===== src/rtl/mfp_ahb_lite_cmd_master_pkg.sv =====
// Shared AHB-Lite encodings and pipeline stage records for the command master.
package mfp_ahb_lite_cmd_master_pkg;

  typedef enum logic [1:0] {
    HTRANS_IDLE   = 2'b00,
    HTRANS_BUSY   = 2'b01,
    HTRANS_NONSEQ = 2'b10,
    HTRANS_SEQ    = 2'b11
  } htrans_e;

  typedef enum logic [2:0] {
    HSIZE_BYTE     = 3'b000,
    HSIZE_HALFWORD = 3'b001,
    HSIZE_WORD     = 3'b010
  } hsize_e;

  typedef enum logic {
    HRESP_OKAY  = 1'b0,
    HRESP_ERROR = 1'b1
  } hresp_e;

  localparam logic [2:0] HBURST_SINGLE = 3'b000;

  // Address-phase slot; an illegal entry is a bubble that is never put on the bus.
  typedef struct packed {
    logic        valid;
    logic        illegal;
    logic [31:0] addr;
    logic        write;
    logic [1:0]  size;
    logic [31:0] wdata;
  } ap_t;

  typedef struct packed {
    logic        valid;
    logic        write;
    logic        local_err;
    logic [31:0] wdata;
  } dp_t;

endpackage


===== src/rtl/mfp_ahb_lite_cmd_master_if.sv =====
// AHB-Lite bus bundle and the requester command/response bundle.
// cmd: a command transfers on a rising edge where cmd_valid && cmd_ready;
// the requester holds cmd_* stable while cmd_valid is high and not yet accepted.
// rsp: rsp_valid is a single-cycle pulse with no backpressure.
interface mfp_ahb_lite_if;
  logic [31:0] HADDR;
  logic [1:0]  HTRANS;
  logic        HWRITE;
  logic [2:0]  HSIZE;
  logic [2:0]  HBURST;
  logic        HMASTLOCK;
  logic [3:0]  HPROT;
  logic [31:0] HWDATA;
  logic [31:0] HRDATA;
  logic        HREADY;
  logic        HRESP;

  modport master (
    output HADDR, HTRANS, HWRITE, HSIZE, HBURST, HMASTLOCK, HPROT, HWDATA,
    input  HRDATA, HREADY, HRESP
  );
  modport slave (
    input  HADDR, HTRANS, HWRITE, HSIZE, HBURST, HMASTLOCK, HPROT, HWDATA,
    output HRDATA, HREADY, HRESP
  );
endinterface

interface mfp_cmd_if;
  logic        cmd_valid;
  logic        cmd_ready;
  logic [31:0] cmd_addr;
  logic        cmd_write;
  logic [1:0]  cmd_size;
  logic [31:0] cmd_wdata;
  logic        rsp_valid;
  logic [31:0] rsp_rdata;
  logic        rsp_error;

  modport master (
    output cmd_valid, cmd_addr, cmd_write, cmd_size, cmd_wdata,
    input  cmd_ready, rsp_valid, rsp_rdata, rsp_error
  );
  modport slave (
    input  cmd_valid, cmd_addr, cmd_write, cmd_size, cmd_wdata,
    output cmd_ready, rsp_valid, rsp_rdata, rsp_error
  );
endinterface


===== src/rtl/mfp_ahb_lite_cmd_master.sv =====
// AHB-Lite initiator: single read/write commands become pipelined SINGLE transfers,
// one in-order response per command, with a two-stage (address/data phase) pipeline.
module mfp_ahb_lite_cmd_master
  import mfp_ahb_lite_cmd_master_pkg::*;
#(
  parameter logic [3:0] HPROT_VALUE = 4'b0011
) (
  input  logic         HCLK,
  input  logic         HRESETn,
  mfp_ahb_lite_if.master ahb,
  mfp_cmd_if.slave       cmd
);

  function automatic logic cmd_illegal(input logic [1:0] size, input logic [1:0] addr_lo);
    case ({1'b0, size})
      HSIZE_BYTE:     return 1'b0;
      HSIZE_HALFWORD: return addr_lo[0];
      HSIZE_WORD:     return addr_lo != 2'b00;
      default:        return 1'b1;
    endcase
  endfunction

  ap_t         ap_q, ap_d;
  dp_t         dp_q, dp_d;
  logic        cancel_q, cancel_d;
  logic        rsp_valid_q, rsp_valid_d;
  logic        rsp_error_q, rsp_error_d;
  logic [31:0] rsp_rdata_q, rsp_rdata_d;

  logic cmd_ready;
  logic accept;
  logic illegal;
  logic ap_adv;
  logic direct_dp;
  ap_t  new_ap;

  always_comb begin
    cmd_ready = !ahb.HRESP && (!ap_q.valid || ahb.HREADY);
    accept    = cmd.cmd_valid && cmd_ready;
    illegal   = cmd_illegal(cmd.cmd_size, cmd.cmd_addr[1:0]);
    // A cancelled AP (first error cycle) was not seen by the slave, so it must not advance.
    ap_adv    = ap_q.valid && !cancel_q;
    // An illegal command skips the address phase when nothing is ahead of it in AP.
    direct_dp = accept && illegal && !ap_q.valid && ahb.HREADY;
    new_ap    = '{valid: 1'b1, illegal: illegal, addr: cmd.cmd_addr, write: cmd.cmd_write,
                  size: cmd.cmd_size, wdata: cmd.cmd_wdata};

    ap_d        = ap_q;
    dp_d        = dp_q;
    cancel_d    = ahb.HRESP && !ahb.HREADY;
    rsp_valid_d = 1'b0;
    rsp_error_d = 1'b0;
    rsp_rdata_d = '0;

    if (ahb.HREADY) begin
      rsp_valid_d = dp_q.valid;
      rsp_error_d = dp_q.valid && (ahb.HRESP || dp_q.local_err);
      if (dp_q.valid && !dp_q.write && !rsp_error_d) rsp_rdata_d = ahb.HRDATA;
      dp_d.valid = 1'b0;
      if (ap_adv) begin
        dp_d       = '{valid: 1'b1, write: ap_q.write, local_err: ap_q.illegal, wdata: ap_q.wdata};
        ap_d.valid = 1'b0;
      end else if (direct_dp) begin
        dp_d = '{valid: 1'b1, write: cmd.cmd_write, local_err: 1'b1, wdata: cmd.cmd_wdata};
      end
    end

    if (accept && !direct_dp) ap_d = new_ap;
  end

  always_ff @(posedge HCLK or negedge HRESETn) begin
    if (!HRESETn) begin
      ap_q        <= '0;
      dp_q        <= '0;
      cancel_q    <= 1'b0;
      rsp_valid_q <= 1'b0;
      rsp_error_q <= 1'b0;
      rsp_rdata_q <= '0;
    end else begin
      ap_q        <= ap_d;
      dp_q        <= dp_d;
      cancel_q    <= cancel_d;
      rsp_valid_q <= rsp_valid_d;
      rsp_error_q <= rsp_error_d;
      rsp_rdata_q <= rsp_rdata_d;
    end
  end

  assign ahb.HADDR     = ap_q.addr;
  assign ahb.HTRANS    = (ap_adv && !ap_q.illegal) ? HTRANS_NONSEQ : HTRANS_IDLE;
  assign ahb.HWRITE    = ap_q.write;
  assign ahb.HSIZE     = {1'b0, ap_q.size};
  assign ahb.HBURST    = HBURST_SINGLE;
  assign ahb.HMASTLOCK = 1'b0;
  assign ahb.HPROT     = HPROT_VALUE;
  assign ahb.HWDATA    = dp_q.wdata;

  assign cmd.cmd_ready = cmd_ready;
  assign cmd.rsp_valid = rsp_valid_q;
  assign cmd.rsp_error = rsp_error_q;
  assign cmd.rsp_rdata = rsp_rdata_q;

endmodule


===== src/flat_wrapper.sv =====
// flat-port wrapper written by rule: the top's interface ports become plain ports
module mfp_ahb_lite_cmd_master_flat import mfp_ahb_lite_cmd_master_pkg::*;
#(
  parameter logic [3:0] HPROT_VALUE = 4'b0011
)
  (HCLK, HRESETn, ahb_HADDR, ahb_HTRANS, ahb_HWRITE, ahb_HSIZE, ahb_HBURST, ahb_HMASTLOCK, ahb_HPROT, ahb_HWDATA, ahb_HRDATA, ahb_HREADY, ahb_HRESP, cmd_cmd_valid, cmd_cmd_addr, cmd_cmd_write, cmd_cmd_size, cmd_cmd_wdata, cmd_cmd_ready, cmd_rsp_valid, cmd_rsp_rdata, cmd_rsp_error);
  mfp_ahb_lite_if ahb_i ();
  mfp_cmd_if cmd_i ();
  input  logic HCLK;
  input  logic HRESETn;
  output wire logic [$bits(ahb_i.HADDR)-1:0] ahb_HADDR;
  output wire logic [$bits(ahb_i.HTRANS)-1:0] ahb_HTRANS;
  output wire logic [$bits(ahb_i.HWRITE)-1:0] ahb_HWRITE;
  output wire logic [$bits(ahb_i.HSIZE)-1:0] ahb_HSIZE;
  output wire logic [$bits(ahb_i.HBURST)-1:0] ahb_HBURST;
  output wire logic [$bits(ahb_i.HMASTLOCK)-1:0] ahb_HMASTLOCK;
  output wire logic [$bits(ahb_i.HPROT)-1:0] ahb_HPROT;
  output wire logic [$bits(ahb_i.HWDATA)-1:0] ahb_HWDATA;
  input wire logic [$bits(ahb_i.HRDATA)-1:0] ahb_HRDATA;
  input wire logic [$bits(ahb_i.HREADY)-1:0] ahb_HREADY;
  input wire logic [$bits(ahb_i.HRESP)-1:0] ahb_HRESP;
  input wire logic [$bits(cmd_i.cmd_valid)-1:0] cmd_cmd_valid;
  input wire logic [$bits(cmd_i.cmd_addr)-1:0] cmd_cmd_addr;
  input wire logic [$bits(cmd_i.cmd_write)-1:0] cmd_cmd_write;
  input wire logic [$bits(cmd_i.cmd_size)-1:0] cmd_cmd_size;
  input wire logic [$bits(cmd_i.cmd_wdata)-1:0] cmd_cmd_wdata;
  output wire logic [$bits(cmd_i.cmd_ready)-1:0] cmd_cmd_ready;
  output wire logic [$bits(cmd_i.rsp_valid)-1:0] cmd_rsp_valid;
  output wire logic [$bits(cmd_i.rsp_rdata)-1:0] cmd_rsp_rdata;
  output wire logic [$bits(cmd_i.rsp_error)-1:0] cmd_rsp_error;
  assign ahb_HADDR = ahb_i.HADDR;
  assign ahb_HTRANS = ahb_i.HTRANS;
  assign ahb_HWRITE = ahb_i.HWRITE;
  assign ahb_HSIZE = ahb_i.HSIZE;
  assign ahb_HBURST = ahb_i.HBURST;
  assign ahb_HMASTLOCK = ahb_i.HMASTLOCK;
  assign ahb_HPROT = ahb_i.HPROT;
  assign ahb_HWDATA = ahb_i.HWDATA;
  assign ahb_i.HRDATA = ahb_HRDATA;
  assign ahb_i.HREADY = ahb_HREADY;
  assign ahb_i.HRESP = ahb_HRESP;
  assign cmd_i.cmd_valid = cmd_cmd_valid;
  assign cmd_i.cmd_addr = cmd_cmd_addr;
  assign cmd_i.cmd_write = cmd_cmd_write;
  assign cmd_i.cmd_size = cmd_cmd_size;
  assign cmd_i.cmd_wdata = cmd_cmd_wdata;
  assign cmd_cmd_ready = cmd_i.cmd_ready;
  assign cmd_rsp_valid = cmd_i.rsp_valid;
  assign cmd_rsp_rdata = cmd_i.rsp_rdata;
  assign cmd_rsp_error = cmd_i.rsp_error;
  mfp_ahb_lite_cmd_master #(.HPROT_VALUE(HPROT_VALUE)) u_core (.HCLK(HCLK), .HRESETn(HRESETn), .ahb(ahb_i), .cmd(cmd_i));
endmodule

===== config.mk =====
export PLATFORM = sky130hd
export DESIGN_NAME = mfp_ahb_lite_cmd_master_flat
export DESIGN_NICKNAME = d
export VERILOG_FILES = /design/src/rtl/mfp_ahb_lite_cmd_master_pkg.sv /design/src/rtl/mfp_ahb_lite_cmd_master_if.sv /design/src/rtl/mfp_ahb_lite_cmd_master.sv /design/src/flat_wrapper.sv
export SDC_FILE = /design/constraint.sdc
export NUM_CORES = 1
export LEC_CHECK = 0
export BUFFER_PORTS_ARGS = -buffer_cell sky130_fd_sc_hd__buf_2
export CORE_UTILIZATION = 40
export DETAILED_ROUTE_END_ITERATION = 7
export GPL_ROUTABILITY_DRIVEN = 0
export PLACE_DENSITY = 0.65
export SETUP_SLACK_MARGIN = 0.4
export SKIP_CTS_REPAIR_TIMING = 1
export SLEW_MARGIN = 20
export SYNTH_ARGS = -nofsm -noshare
export SYNTH_HDL_FRONTEND = slang
export SYNTH_SLANG_ARGS = --single-unit
export TNS_END_PERCENT = 50

===== constraint.sdc =====
create_clock -name HCLK -period 1.85 [get_ports HCLK]
set_clock_uncertainty 0.1 [all_clocks]
set_input_delay 0.2775 -clock HCLK [delete_from_list [all_inputs] [get_ports HCLK]]
set_output_delay 0.2775 -clock HCLK [all_outputs]
set_load 0.01 [all_outputs]

Word-level counts from Yosys, hierarchy flattened
Cells that the tools add are included.
{ "totals": {"register_bits": 139, "in_bits": 104, "output_inout_bits": 113, "elab_cells": 56} }
{ "classes": {"eq_ne": 2, "mux": 11, "reduce_logical": 29} }
{ "op_table": {"columns": ["op", "n"], "rows": [
  ["two-way mux 35 bit", 2],
  ["two-way mux 69 bit", 1],
  ["two-way mux 32 bit", 2],
  ["logical AND 1 bit", 12],
  ["zero test 1 bit", 8],
  ["nonzero test 2 bit", 4],
  ["two-way mux 1 bit", 4],
  ["AND reduction 2 bit", 2],
  ["one-hot mux 1 bit (3 select lines)", 1],
  ["== test 2 x 1 -> 1 bit, second input constant", 1],
  ["== test 2 bit, second input constant", 1],
  ["zero test 2 bit", 1],
  ["logical OR 1 bit", 2],
  ["two-way mux 2 bit", 1]
]} }

Depth between registers and ports, before layout
{ "depth": {"ltp_word": 11, "depth_mapped": 7, "ltp_nobuf": 3} }

Worst setup path after synthesis
Ideal clock, no wire load.
{ "synth_path": {"path_type": "input port to flip-flop", "from": "input port cmd_cmd_size[0]", "to": "register u_core.ap_q[10] (netlist name)", "setup_ps": 125, "arrival_time_ps": 1672, "t_required_ps": 1625, "path_slack_ps": -47, "path_stages": 6, "n_path_buf": 3, "cell_sequence": "or3_1 > buf_2 > a311o_1 > buf_6 > buf_6 > mux2_4"} }
{ "synth_via": {"elab_chain_len": 7, "elab_cells_between_ends": 9, "cone_classes": "eq/ne (2); mux (1); reduce/logical (6)"} }
{ "synth_lines": {"columns": ["item", "line_no", "text"], "rows": [
  ["start, declared", "flat_wrapper.sv:25", "input wire logic [$bits(cmd_i.cmd_size)-1:0] cmd_cmd_size;"],
  ["== test 2 bit (tied with other cells)", "mfp_ahb_lite_cmd_master.sv:15", "case ({1'b0, size})"],
  ["one-hot mux 1 bit (3 select lines) (*)", "mfp_ahb_lite_cmd_master.sv:15", null],
  ["logical AND 1 bit (*) (3 in a row)", "mfp_ahb_lite_cmd_master.sv:44", "direct_dp = accept && illegal && !ap_q.valid && ahb.HREADY;"],
  ["zero test 1 bit (*)", "mfp_ahb_lite_cmd_master.sv:68", "if (accept && !direct_dp) ap_d = new_ap;"],
  ["logical AND 1 bit (*)", "mfp_ahb_lite_cmd_master.sv:68", null],
  ["end signal, assigned", "mfp_ahb_lite_cmd_master.sv:80", "ap_q <= ap_d;"],
  ["end, declared", "mfp_ahb_lite_cmd_master.sv:23", "ap_t ap_q, ap_d;"]
]} }
Mark *: on every way between the ends. The rest lies on a longest branch, timed or not.
A chain may end at the register's enable or synchronous reset.

Worst setup path in the final report
{ "layout_path": {"from": "register u_core.ap_q[68] (netlist name)", "to": "register u_core.ap_q[17] (netlist name)"} }
{ "layout_via": {"elab_chain_len": 9} }
{ "layout_lines": {"columns": ["item", "line_no", "text"], "rows": [
  ["zero test 1 bit (*)", "mfp_ahb_lite_cmd_master.sv:38, mfp_ahb_lite_cmd_master.sv:44", null],
  ["logical OR 1 bit", "mfp_ahb_lite_cmd_master.sv:38", "cmd_ready = !ahb.HRESP && (!ap_q.valid || ahb.HREADY);"],
  ["logical AND 1 bit", "mfp_ahb_lite_cmd_master.sv:38", null],
  ["logical AND 1 bit", "mfp_ahb_lite_cmd_master.sv:39", "accept = cmd.cmd_valid && cmd_ready;"],
  ["logical AND 1 bit (3 in a row)", "mfp_ahb_lite_cmd_master.sv:44", null],
  ["zero test 1 bit", "mfp_ahb_lite_cmd_master.sv:68", null],
  ["logical AND 1 bit (*)", "mfp_ahb_lite_cmd_master.sv:68", null]
]} }
Marked as above.

==> results_dict.tcl <==
set metrics [dict create \
    overflow 0 \
    end_kind "flop" \
    max_stage_delay_ps 440 \
    power_frac_seq 0.422 \
    busiest_layer "met2" \
    use_met1 0.223 \
    synthTopCellsByArea "dfrtp_1, buf_4, mux2_4" \
    layoutNonFillerInstCount 925 \
    drt_iter0_drc 244 \
    power.share.switching 0.271 \
    violations "hold timing" \
    hold_viol 1 \
    power.clock.fraction 0.366 \
    clock-root-buffer "clkbuf_16" \
    rsz0062_at_grt "yes" \
    grt_pass1_wl_um 23300 \
    gr-usage-met3 0.0759 \
    wire_per_inst_um 17.1 \
    die_w_um 126 \
    drv_slew 0 \
    path_max_fanout 17 \
    synth.avg_cell_area_um2 12.1 \
    crit_family "flip-flops" \
    antenna_found_initial 2 \
    fmax_ghz 0.582 \
    final_cell_mix "buf_2, dfrtp_1, nand2_1, dlygate4sd3_1, mux2_2" \
    finalCoreUtilization 0.550 \
    vias 4515 \
    syn-cell-area_um2 6180 \
    nets 827 \
    worstPathRequired_ps 2050 \
    pre_cts_ws_ps -92.3 \
    dpl.hpwl_um 10100 \
    total_power_mw 9.58 \
    ys_ff_latch 139 \
    die_h_um 126 \
    postSynthCellCount 513 \
    postRouteWirelength_um 15800 \
    clock-sinks 139 \
    syn2layout_area_growth_pct 34.8 \
    setup_viol 0 \
    crit_chain "nor2b_1 -> a311o_2 -> buf_12 -> mux2_4" \
    drv_cap 0 \
    period_share 0.929 \
    yosys.area.top_type "dfrtp_1" \
    ant_nets 0 \
    layout-drive-gt1-share 0.457 \
    htreeDepth 4 \
    whs_path_depth 2 \
    start_kind "flop" \
    irDropWorstVdd_uv 776 \
    vias_per_cell 4.88 \
    p_int_mw 6.98 \
    ios 217 \
    grt_pass1_vias 4437 \
    crit_slowest_cell "dfrtp_2" \
    synth_warnings 0 \
    clk_latency_ps 410 \
    power_density_nw_per_um2 1150 \
    dr.pass1.iters 4 \
    p_comb_frac 0.212 \
    final_common_cell "buf_2" \
    use_met2 0.322 \
    placed_cells_incl_taps 827 \
    clock_path_buffers 2 \
    period_needed_ps 1720 \
    timing.hold.ws_ps -0.701 \
    cp_num_buf_inv 1 \
    start_util 0.408 \
    yosysTopAreaCellShare 0.562 \
    num_rows 45 \
    p_sw_mw 2.60 \
    grt_use_total 0.190 \
    fp.dieArea_um2 16000 \
    drc 0 \
    cts_tree "built" \
    power.leakage_nw 4.18 \
    hp-class "in2reg" \
    setup.worst_path.class "reg2reg" \
    worstSetupPathDepth 4 \
    yosysSeqAreaShare 0.562 \
    grt_max_degree 40 \
    port_buffers 206 \
    setup_slack_ps 131 \
    clk_pin_slew_ps 60 \
    cts_buffers 17 \
    coreArea_um2 15100 \
    worst_ep_arrival_time_ps 1920 \
    rr_worst_depth 4 \
    status "finished with violations" \
    synth_cell_types 29 \
]
-- stage by stage --
| stage | TNS (ps) | cell area [um2] |
|---|---|---|
| final | 0 | 8340 |
| after global routing | 0 | 8330 |
| after CTS | 0 | 7640 |
| after detailed placement | -6240 | 7020 |
| after global placement | -3950 | 7020 |
| after floorplan | -1400 | 6210 |
-- Yosys cell counts --
cell type    n
dfrtp_1    139
buf_4       76
nand2_1     70
mux2_2      37
nand4_1     33
o211ai_1    33
and2_1      32
mux2_4      30
clkbuf_1    21
buf_2        9
buf_6        4
nor2b_1      4
nand2b_1     3
nor2_1       3
a31oi_1      2
conb_1       2
inv_1        2
nand3b_1     2
a211o_1      1
a21o_1       1
a2bb2oi_1    1
a311o_1      1
and3_1       1
and3b_1      1
nor3b_1      1
nor4_1       1
nor4bb_1     1
o21ai_0      1
or3_1        1
-- logic make-up (layout without fill, tap and decap cells) --
| group | after synthesis | count (layout) | synth area share |
|---|---|---|---|
| flops | 139 | 139 | 0.562 |
| mux | 67 | 67 | 0.140 |
| simple gates | 153 | 153 | 0.127 |
| compound gates | 40 | 40 | 0.0486 |
| buf+inv | 112 | 327 | 0.121 |
| other cells | 2 | 11 | 0.00121 |
-- cell type report --
| cell class | count | area, um2 |
|---|---|---|
| repair buffers | 293 | 1980 |
| clock buffers | 21 | 470 |
| well taps | 188 | 235 |
| clock inverters | 11 | 143 |
| multi-input cells | 270 | 2020 |
| flip-flops and latches | 139 | 3480 |
| diodes | 1 | 2.50 |
| inverters | 2 | 7.51 |
| fillers | 1256 | 6810 |
-- layer usage --
layer	share of wire	wire length (um)	vias to the layer above
li1	-	-	2082
met1	0.41	6440	2245
met2	0.51	8000	167
met3	0.073	1160	19
met4	0.012	195	2
met5	0.00082	13	-
-- state kept, by name, summed over array words and instances (netlist names), 2 cells and up --
register,cells
u_core.cmd.rsp_rdata,32
u_core.dp_q,3
u_core.ahb.HWDATA,32
u_core.ahb.HSIZE,2
u_core.ap_q,34
u_core.ahb.HADDR,32
-- power groups by stage --
stage / registers [mW] / logic, mW / clock network [mW]
6_report: 4.04 / 2.04 / 3.51
3_3_place_gp: 4.04 / 1.87 / 0
3_5_place_dp: 4.07 / 1.93 / 0
5_1_grt: 4.10 / 2.22 / 3.72
2_1_floorplan: 3.98 / 1.68 / 0
4_1_cts: 4.03 / 1.93 / 3.57
-- path summary, 6_finish.rpt --
check                                                 start                                to  slack [ps]
min in group asynchronous                           HRESETn  u_core.ahb.HADDR[17]$_DFFE_PN0P_         210
max in group asynchronous                           HRESETn       u_core.ap_q[28]$_DFFE_PN0P_         830
worst min register to register   u_core.ap_q[1]$_DFFE_PN0P_  u_core.ahb.HWDATA[1]$_DFFE_PN0P_         400
worst max-delay path            u_core.ap_q[68]$_DFFE_PN0P_       u_core.ap_q[17]$_DFFE_PN0P_         130
worst min-delay path                       cmd_cmd_addr[18]  u_core.ahb.HADDR[18]$_DFFE_PN0P_        -0.7
worst max register to register  u_core.ap_q[68]$_DFFE_PN0P_       u_core.ap_q[17]$_DFFE_PN0P_         130
No activity file was read; power rests on OpenSTA's default activity.
